[src/rtl/mult_pkg.sv]
// Shared widths, step limit and FSM state type for the add-shift multiplier.
// Build option MULT_SIGNED_EN selects two's-complement operand extension.
package mult_pkg;
  localparam int N_BITS = 8;
  localparam logic [2:0] LAST_STEP = 3'd7;

  typedef enum logic [2:0] {
    S_IDLE,
    S_CLR,
    S_ADD,
    S_SHIFT,
    S_DONE
  } mult_state_t;

  function automatic logic [N_BITS:0] ext_op(input logic [N_BITS-1:0] v);
`ifdef MULT_SIGNED_EN
    return {v[N_BITS-1], v};
`else
    return {1'b0, v};
`endif
  endfunction
endpackage

[src/rtl/mult_sequencer_reg_unit.sv]
// X:A:B product register: clear X/A, load B, load X:A from the adder, right shift.
// MULT_SIGNED_EN keeps X on shift (sign); otherwise X is a carry cleared by the shift.
module reg_unit
  import mult_pkg::*;
(
  input  logic              clk_i,
  input  logic              rst_i,
  input  logic              clr_xa_i,
  input  logic              ld_b_i,
  input  logic              ld_xa_i,
  input  logic              shift_i,
  input  logic [N_BITS-1:0] b_dat_i,
  input  logic [N_BITS:0]   xa_dat_i,
  output logic              x_o,
  output logic [N_BITS-1:0] a_o,
  output logic [N_BITS-1:0] b_o
);
  logic              x_q, x_d;
  logic [N_BITS-1:0] a_q, a_d;
  logic [N_BITS-1:0] b_q, b_d;

  always_comb begin
    x_d = x_q;
    a_d = a_q;
    b_d = b_q;
    if (clr_xa_i) begin
      x_d = 1'b0;
      a_d = '0;
    end else if (ld_xa_i) begin
      {x_d, a_d} = xa_dat_i;
    end else if (shift_i) begin
      a_d = {x_q, a_q[N_BITS-1:1]};
      b_d = {a_q[0], b_q[N_BITS-1:1]};
`ifndef MULT_SIGNED_EN
      // the carry has now moved into A, so X must not feed the next shift
      x_d = 1'b0;
`endif
    end
    if (ld_b_i) b_d = b_dat_i;
  end

  always_ff @(posedge clk_i) begin
    if (rst_i) begin
      x_q <= 1'b0;
      a_q <= '0;
      b_q <= '0;
    end else begin
      x_q <= x_d;
      a_q <= a_d;
      b_q <= b_d;
    end
  end

  assign x_o = x_q;
  assign a_o = a_q;
  assign b_o = b_q;
endmodule

[src/rtl/mult_sequencer.sv]
// Add-shift sequencer for the 8-bit multiplier: 18 edges from Run to product in A:B.
// MULT_SIGNED_EN: two's-complement operands, last step subtracts.
module mult_sequencer
  import mult_pkg::*;
(
  input  logic              Clk,
  input  logic              Reset,
  input  logic              Run,
  input  logic              ClearA_LoadB,
  input  logic [N_BITS-1:0] Switches,
  input  logic [N_BITS:0]   Sum,
  output logic [N_BITS:0]   AddA,
  output logic [N_BITS:0]   AddB,
  output logic              ADD,
  output logic              SUB,
  output logic              M,
  output logic [N_BITS-1:0] Aval,
  output logic [N_BITS-1:0] Bval,
  output logic              Xval,
  output logic              Busy
);
  mult_state_t state_q;
  logic [2:0]  cnt_q;
  logic        busy_q;
  logic        clr_xa, ld_b, ld_xa, shift, last_step;

  always_ff @(posedge Clk) begin
    if (Reset) begin
      state_q <= S_IDLE;
      cnt_q   <= '0;
      busy_q  <= 1'b0;
    end else begin
      case (state_q)
        S_IDLE: begin
          if (!ClearA_LoadB && Run) begin
            state_q <= S_CLR;
            busy_q  <= 1'b1;
          end
        end
        S_CLR: begin
          cnt_q   <= '0;
          state_q <= S_ADD;
        end
        S_ADD: state_q <= S_SHIFT;
        S_SHIFT: begin
          if (cnt_q == LAST_STEP) begin
            state_q <= S_DONE;
            busy_q  <= 1'b0;
          end else begin
            cnt_q   <= cnt_q + 3'd1;
            state_q <= S_ADD;
          end
        end
        S_DONE: if (!Run) state_q <= S_IDLE;
        default: begin
          state_q <= S_IDLE;
          busy_q  <= 1'b0;
        end
      endcase
    end
  end

  assign last_step = (state_q == S_ADD) && (cnt_q == LAST_STEP);
  assign ld_b      = (state_q == S_IDLE) && ClearA_LoadB;
  assign clr_xa    = ld_b || (state_q == S_CLR);
  assign ld_xa     = (state_q == S_ADD) && M;
  assign shift     = (state_q == S_SHIFT);

`ifdef MULT_SIGNED_EN
  // multiplier bit 7 carries negative weight, so the final partial product is subtracted
  assign ADD = (state_q == S_ADD) && !last_step;
  assign SUB = last_step;
`else
  assign ADD = (state_q == S_ADD);
  assign SUB = 1'b0;
`endif

  reg_unit u_reg (
    .clk_i    (Clk),
    .rst_i    (Reset),
    .clr_xa_i (clr_xa),
    .ld_b_i   (ld_b),
    .ld_xa_i  (ld_xa),
    .shift_i  (shift),
    .b_dat_i  (Switches),
    .xa_dat_i (Sum),
    .x_o      (Xval),
    .a_o      (Aval),
    .b_o      (Bval)
  );

  assign M    = Bval[0];
  assign AddA = ext_op(Aval);
  assign AddB = ext_op(Switches);
  assign Busy = busy_q;
endmodule

[config.mk]
export PLATFORM = sky130hd
export DESIGN_NAME = mult_sequencer
export DESIGN_NICKNAME = d
export VERILOG_FILES = /design/src/rtl/mult_pkg.sv /design/src/rtl/mult_sequencer_reg_unit.sv /design/src/rtl/mult_sequencer.sv
export SDC_FILE = /design/constraint.sdc
export NUM_CORES = 1
export LEC_CHECK = 0
export BUFFER_PORTS_ARGS = -buffer_cell sky130_fd_sc_hd__buf_2
export CELL_PAD_IN_SITES_DETAIL_PLACEMENT = 1
export CELL_PAD_IN_SITES_GLOBAL_PLACEMENT = 2
export CORE_UTILIZATION = 25
export DETAILED_ROUTE_END_ITERATION = 7
export PLACE_DENSITY_LB_ADDON = 0.3
export SLEW_MARGIN = 20
export SYNTH_ARGS = -nofsm -noshare
export SYNTH_HDL_FRONTEND = slang
export SYNTH_SLANG_ARGS = --single-unit
[constraint.sdc]
create_clock -name Clk -period 1.9 [get_ports Clk]
set_input_delay 0.19 -clock Clk [delete_from_list [all_inputs] [get_ports Clk]]
set_output_delay 0.19 -clock Clk [all_outputs]
set_load 0.02 [all_outputs]
==> results.md, run 1 <==
- FF-to-FF path depth: 4
- Largest family of logic cells by synthesized area: compound AO/OA/AOI/OAI gates
- Max FO, Critical Path: 13
- Avg Synthesized Cell Area: about 8.4 um^2
- Die height: 72.9 um
- Max VDD drop: roughly 0.23 mV
- Setup crit end kind: register
- Crit start category: register
- P_sw: between 300 and 400 uW
- Final period util: roughly 84%
- Switching Fraction: between 20% and 30%
- Post-DP HPWL: about 2600 um
- Distinct cell type count after synthesis: 32
- Worst R2R Setup Slack: roughly 0.30 ns
- Largest delay share family, worst path: flip-flops
- Clk pwr share: between 20 and 30%
- FFs w/ async S/R, synth: 0%
- CTS Sinks: 24
- WP buf/inv: 1
- Run status: finished, final reports clean
- Pwr dens: between 700 and 800 nW/um^2
- Required time of the critical path: about 2.1 ns
- # diodes: 0
- Critical Path AT: about 1.8 ns
- Vias in the first global route: between 1000 and 1500
- Post-Synth XOR/XNOR Area: 0%
- Most common cell after layout, fill and taps aside: buf_2
- Final cell count without fillers: 250
- Internal power: 739 uW
- Hold Crit Start: Sum[8]
- Largest stage delay on the critical path: about 0.61 ns
- Final hold vios: 0
- Final RePlAce weighted congestion: about 0.8
- Post-Synth Adder-Cell Area: under 10%
- Clock Path Buffers: 2
- Sequential Power Share: 52.9%
- Pwr Total: between 1000 and 1500 uW
- Hold Path End: u_reg.x_o
- Combinational power share: 18.6%
- Worst r2r dst: u_reg.b_o[2]
- Worst-path clk slew: ~0.08 ns
- Final setup TNS: 0 ns
- Post-route DRC violation count: 0
- Ports: 60
- TritonRoute pass-1 iters: 4
- Core area: 4790 um^2
- Layout cells sized above 1: between 30% and 40%
- Reg2reg start: state_q[1]
- Max-cap viol count: 0
- Mapped Area: ~1300 um^2
- Simple-Gate Fraction of Synth Area: roughly 20%
- # H-tree levels: 1
- Drt initial violations: 46
- Num CTS Buffers: 3
- Grt total ovfl: 0
- Seq/Total Area, Yosys: between 30% and 40%
- GRT Util Overall: between 10% and 20%
- Worst path slowest cell: dfxtp_1
- Share of the synthesized area in the top cell type: between 30% and 40%
- Die width: ~73 um
- Layout overhead on the synthesized area: 18.1%
- Buffers on Ports: 56
- Die area: ~5300 um^2
- DP Worst Slack: ~0.17 ns
- Slew Viols, Final: 0
- Leakage: 0.000683 uW
- Tmin final: ~1.6 ns
- Critical path, cell by cell: and3b_1, buf_4, nand2_1, a31oi_1
- Total number of vias: approximately 1200
- Hold buffer count at CTS: 0
- Cells after Synth: 149
- Fmax: roughly 630 MHz
- Final worst slack: between 0.3 and 0.4 ns
- Final Setup Violations: 0
- DR vias/cell: about 4.7
- CTS tree: built
- Top area cells in the synthesized netlist: dfxtp_1 38%, buf_4 14%, a21oi_1 5.2%
- Clk_lat worst skew: 0.26 ns
- RSZ-0062 raised after global routing: no
- Kind of critical path: reg -> reg
- Post-route clock skew: around 0.0013 ns
- Synth Warn #: 0
- Layout Nets: between 200 and 250
- Post-synthesis compound-gate area fraction: between 20 and 25%
- Site Rows: 25
- Multiplexer share of the synthesized area: 0%
- Inst Count DP: between 200 and 250
- CTS root buffer: clkbuf_8
- Main flop type after synthesis: dfxtp_1
- Starting Density: 26.3%
- Largest net degree at the start of global routing: 19
- Hold path depth: 3
- Synth area leader: dfxtp_1
- HP Class: in -> reg
- Post-synth EDFFs: 0
- Drt wl/cell: 13.5 um
- ANT nets after route: 0
- First-pass GRT wire length: approximately 5300 um
- Final wirelength: 3380 um
- # fillers: 598
- Initial antenna violation count: 0
- Flops & latches, synth: 24
- Commonest non-fill, non-tap cells in the layout: 56 x buf_2, 24 x dfxtp_1, 17 x nand2_1
[state kept, by name, summed over array words and instances (netlist names)]
name	count
Busy	1
cnt_q	3
state_q	3
u_reg.a_o	8
u_reg.b_o	8
u_reg.x_o	1
[cell type report]
class	instances	area (um^2)	share of cell area (%)
Clock buffer	3	41.3	2.78
Inverter	3	11.3	0.758
Multi-Input combinational cell	93	558	37.6
Sequential cell	24	480	32.4
Tap cell	67	83.8	5.64
Timing Repair Buffer	60	310	20.9
[what timing repair did]
item | in CTS | in global routing
setup buffers | 0 | 0
setup endpoints to repair | 0 | 2
endpoints found under the hold margin | 0 | 0
resized for setup | 0 | 1
[per-layer routing]
metal	vias up	wire length [um]	track usage [%]
li1	577	-	-
met1	565	1490	16.2
met2	32	1710	22.2
met3	4	139	2.07
met4	0	36	5.01
met5	-	0	0
[cells by family (layout without fill, tap and decap cells)]
kind of cell,Yosys count,in the layout
AND/OR/NAND/NOR,44,44
AO/OA/AOI/OAI,44,44
adder cells (fa/ha/maj),2,2
other,1,3
flip-flops,24,24
buffers and inverters,34,66
[cell usage after synthesis (2+ instances only)]
cell / n
nor4_1: 2
nand3b_1: 3
buf_4: 24
a22oi_1: 8
ha_1: 2
a21oi_1: 13
nand2_1: 17
buf_2: 4
a31oi_1: 8
inv_1: 3
dfxtp_1: 24
clkbuf_1: 2
o21ai_0: 9
nand3_1: 9
nor2_1: 4
[power groups by stage]
stage	Combinational, uW	Clock, uW	Sequential (uW)
6_report	193	297	551
5_1_grt	212	331	556
4_1_cts	194	315	551
3_5_place_dp	194	0	563
3_3_place_gp	189	0	561
2_1_floorplan	126	0	579
[worst register-to-register path, delay by kind of cell (launching register included)]
kind	cells	cell delay (ns)
buffers and inverters	1	0.26
flip-flops	1	0.61
AND/OR/NAND/NOR	2	0.50
AO/OA/AOI/OAI	1	0.17
[worst max-delay path by stage]
stage,cells past startpoint,endpoint,from
2_1_floorplan,5,Busy,cnt_q[0]
3_3_place_gp,3,u_reg.b_o[7],state_q[1]
3_5_place_dp,3,u_reg.b_o[6],state_q[1]
4_1_cts,3,u_reg.b_o[6],state_q[1]
5_1_grt,4,u_reg.b_o[5],state_q[1]
6_report,4,u_reg.b_o[2],state_q[1]
[per-stage QoR]
step | hold slack, ns | area, um^2 | util, %
finish | 0.168 | 1490 | 31.0
CTS | 0.162 | 1480 | 31.0
global placement | 0.443 | 1440 | 30.1
detailed placement | 0.451 | 1440 | 30.1
floorplan | 0.326 | 1260 | -
global route | 0.179 | 1490 | 31.0
Note: power is estimated with default switching activity, not from simulation.
==> inputs of run 2 (changes only) <==
- CORE_UTILIZATION: 25 -> 22
- clock period: 1.9 -> 1.4 ns (I/O delays scaled with it)
==> run 2 against run 1 <==
  * Critical path depth rose by 1
  * Hold slack got worse by 0.066 ns
  * Non-clock buffer count rose by 8
  * Wire length up 7.8%
  * Core utilization is 1.3 points lower
  * Critical path type unchanged
  * Global-route usage shrank 0.49 points
  * Flip-flop and latch count is the same
  * Combinational power up 53%
  * Maximum frequency is 19% higher
==> results.md, run 2 (same netlist as run 1, synthesis figures left out) <==
- Internal power: about 1200 uW
- Largest delay share family, worst path: compound AO/OA/AOI/OAI gates
- Die width: a little under 80 um
- Critical path startpoint: cnt_q[0]
- Clk pwr share: a little under two fifths
- Critical path, cell by cell: ha_4, ha_4, a21o_1, a221o_1, a21oi_2
- Ports: 60
- DP Worst Slack: -0.0436 ns
- Layout overhead on the synthesized area: 30.3%
- Leakage: approximately 0.00074 uW
- Crit start category: register
- Required time of the critical path: ~1.6 ns
- Final hold vios: 0
- Pwr Total: 1660 uW
- RSZ-0062 raised after global routing: no
- Layout Nets: 216
- Pwr dens: about 1000 nW/um^2
- # H-tree levels: 1
- Post-DP HPWL: between 2000 and 3000 um
- Clock Path Buffers: 2
- Combinational power share: about 18%
- Total number of vias: 1220
- First-pass GRT wire length: 6090 um
- Final worst slack: between 0.05 and 0.06 ns
- Buffers on Ports: 56
- P_sw: roughly 450 uW
- Run status: finished, final reports clean
- CTS tree: built
- Initial antenna violation count: 0
- Final setup TNS: 0 ns
- Die height: between 70 and 80 um
- HP Class: in -> reg
- Setup crit end kind: register
- Final instance area: roughly 1600 um^2
- Die area: about 6000 um^2
- CP Depth: 5
- Drt wl/cell: 13.8 um
- GRT Util Overall: about 12%
- ANT nets after route: 0
- Grt total ovfl: 0
- Commonest non-fill, non-tap cells in the layout: 57 x buf_2, 22 x dfxtp_1, 17 x nand2_1
- Site Rows: 27
- Sequential Power Share: 44.6%
- Max-cap viol count: 0
- Post-route clock skew: about 0.0044 ns
- Post-route DRC violation count: 0
- CTS root buffer: clkbuf_8
- Dpl cell area: 1500 um^2
- Final period util: 95.9%
- Largest stage delay on the critical path: about 0.35 ns
- Drt initial violations: 50
- Clk_lat worst skew: between 0.2 and 0.3 ns
- Fmax: 745 MHz
- Tmin final: approximately 1.3 ns
- Crit path to: Busy
- # diodes: 0
- Reg2reg start: cnt_q[0]
- Hold buffer count at CTS: 0
- Worst path slowest cell: dfxtp_2
- Core area: around 5500 um^2
- Switching Fraction: ~27%
- Layout cells sized above 1: between 40 and 50%
- Kind of critical path: reg -> reg
- Num CTS Buffers: 3
- Most common cell after layout, fill and taps aside: buf_2
- Worst-path clk slew: roughly 0.09 ns
- Worst r2r dst: Busy
- Critical Path AT: 1.55 ns
- Final wirelength: between 3000 and 4000 um
- Largest net degree at the start of global routing: 17
- Max VDD drop: roughly 0.41 mV
- CTS Sinks: 24
- Starting Density: 22.8%
- TritonRoute pass-1 iters: 4
- Final RePlAce weighted congestion: ~0.75
- Worst R2R Setup Slack: between 0.05 and 0.06 ns
- Max FO, Critical Path: 3
- DR vias/cell: ~4.6
- WP buf/inv: 0
- Slew Viols, Final: 0
- Final Setup Violations: 0
- FF-to-FF path depth: 5
- Cell mode on critical path: ha_4
- Vias in the first global route: between 1000 and 1500
run 2: cell count changes in the layout (fill, tap and decap cells not counted), sizes merged:
cell,delta
buf,+8
bufinv,+1
run 2: cell type report:
| class | count | area [um^2] |
|---|---|---|
| inverters | 3 | 11.3 |
| multi-input cells | 93 | 592 |
| flip-flops and latches | 24 | 483 |
| well taps | 72 | 90.1 |
| repair buffers | 68 | 392 |
| clock buffers | 3 | 41.3 |
| fillers | 691 | 3870 |
| clock inverters | 1 | 30.0 |
run 2: stage by stage:
stage	hold slack, ns	util [%]	cells
3_5_place_dp	0.405	27.3	258
2_1_floorplan	0.276	-	151
6_report	0.101	29.8	264
4_1_cts	0.102	29.3	263
5_1_grt	0.0978	29.8	264
3_3_place_gp	0.391	27.3	258
run 2: timing repair:
item	4_1_cts	5_1_grt
gates cloned	0	1
setup endpoints to repair	1	17
pin swaps	3	1
resized for setup	6	10
setup buffers	1	0
run 2: per-layer routing:
metal,track usage (%),up-vias,routed length [um]
li1,-,596,-
met2,22.0,32,1910
met4,2.83,0,34
met1,14.9,588,1530
met5,0,-,0
met3,3.18,4,159
run 2: worst reg2reg max path: stages, from the launching register on:
cell and delay, ns:
dfxtp_2 0.35, ha_4 0.16, ha_4 0.15, a21o_1 0.17, a221o_1 0.31, a21oi_2 0.14
run 2: power by group through the flow:
stage          combinational, uW  clock (uW)  sequential (uW)
2_1_floorplan                171           0              786
3_3_place_gp                 276           0              756
3_5_place_dp                 284           0              756
4_1_cts                      286         641              741
5_1_grt                      325         668              747
6_report                     296         626              742
run 2: worst min-delay path by stage:
stage            from         to  slack, ns  cells past startpoint
2_1_floorplan  Sum[8]  u_reg.x_o       0.28                      2
6_report       Sum[8]  u_reg.x_o       0.10                      3
3_5_place_dp   Sum[8]  u_reg.x_o       0.40                      3
3_3_place_gp   Sum[8]  u_reg.x_o       0.39                      3
4_1_cts        Sum[8]  u_reg.x_o       0.10                      3
5_1_grt        Sum[8]  u_reg.x_o        0.1                      3
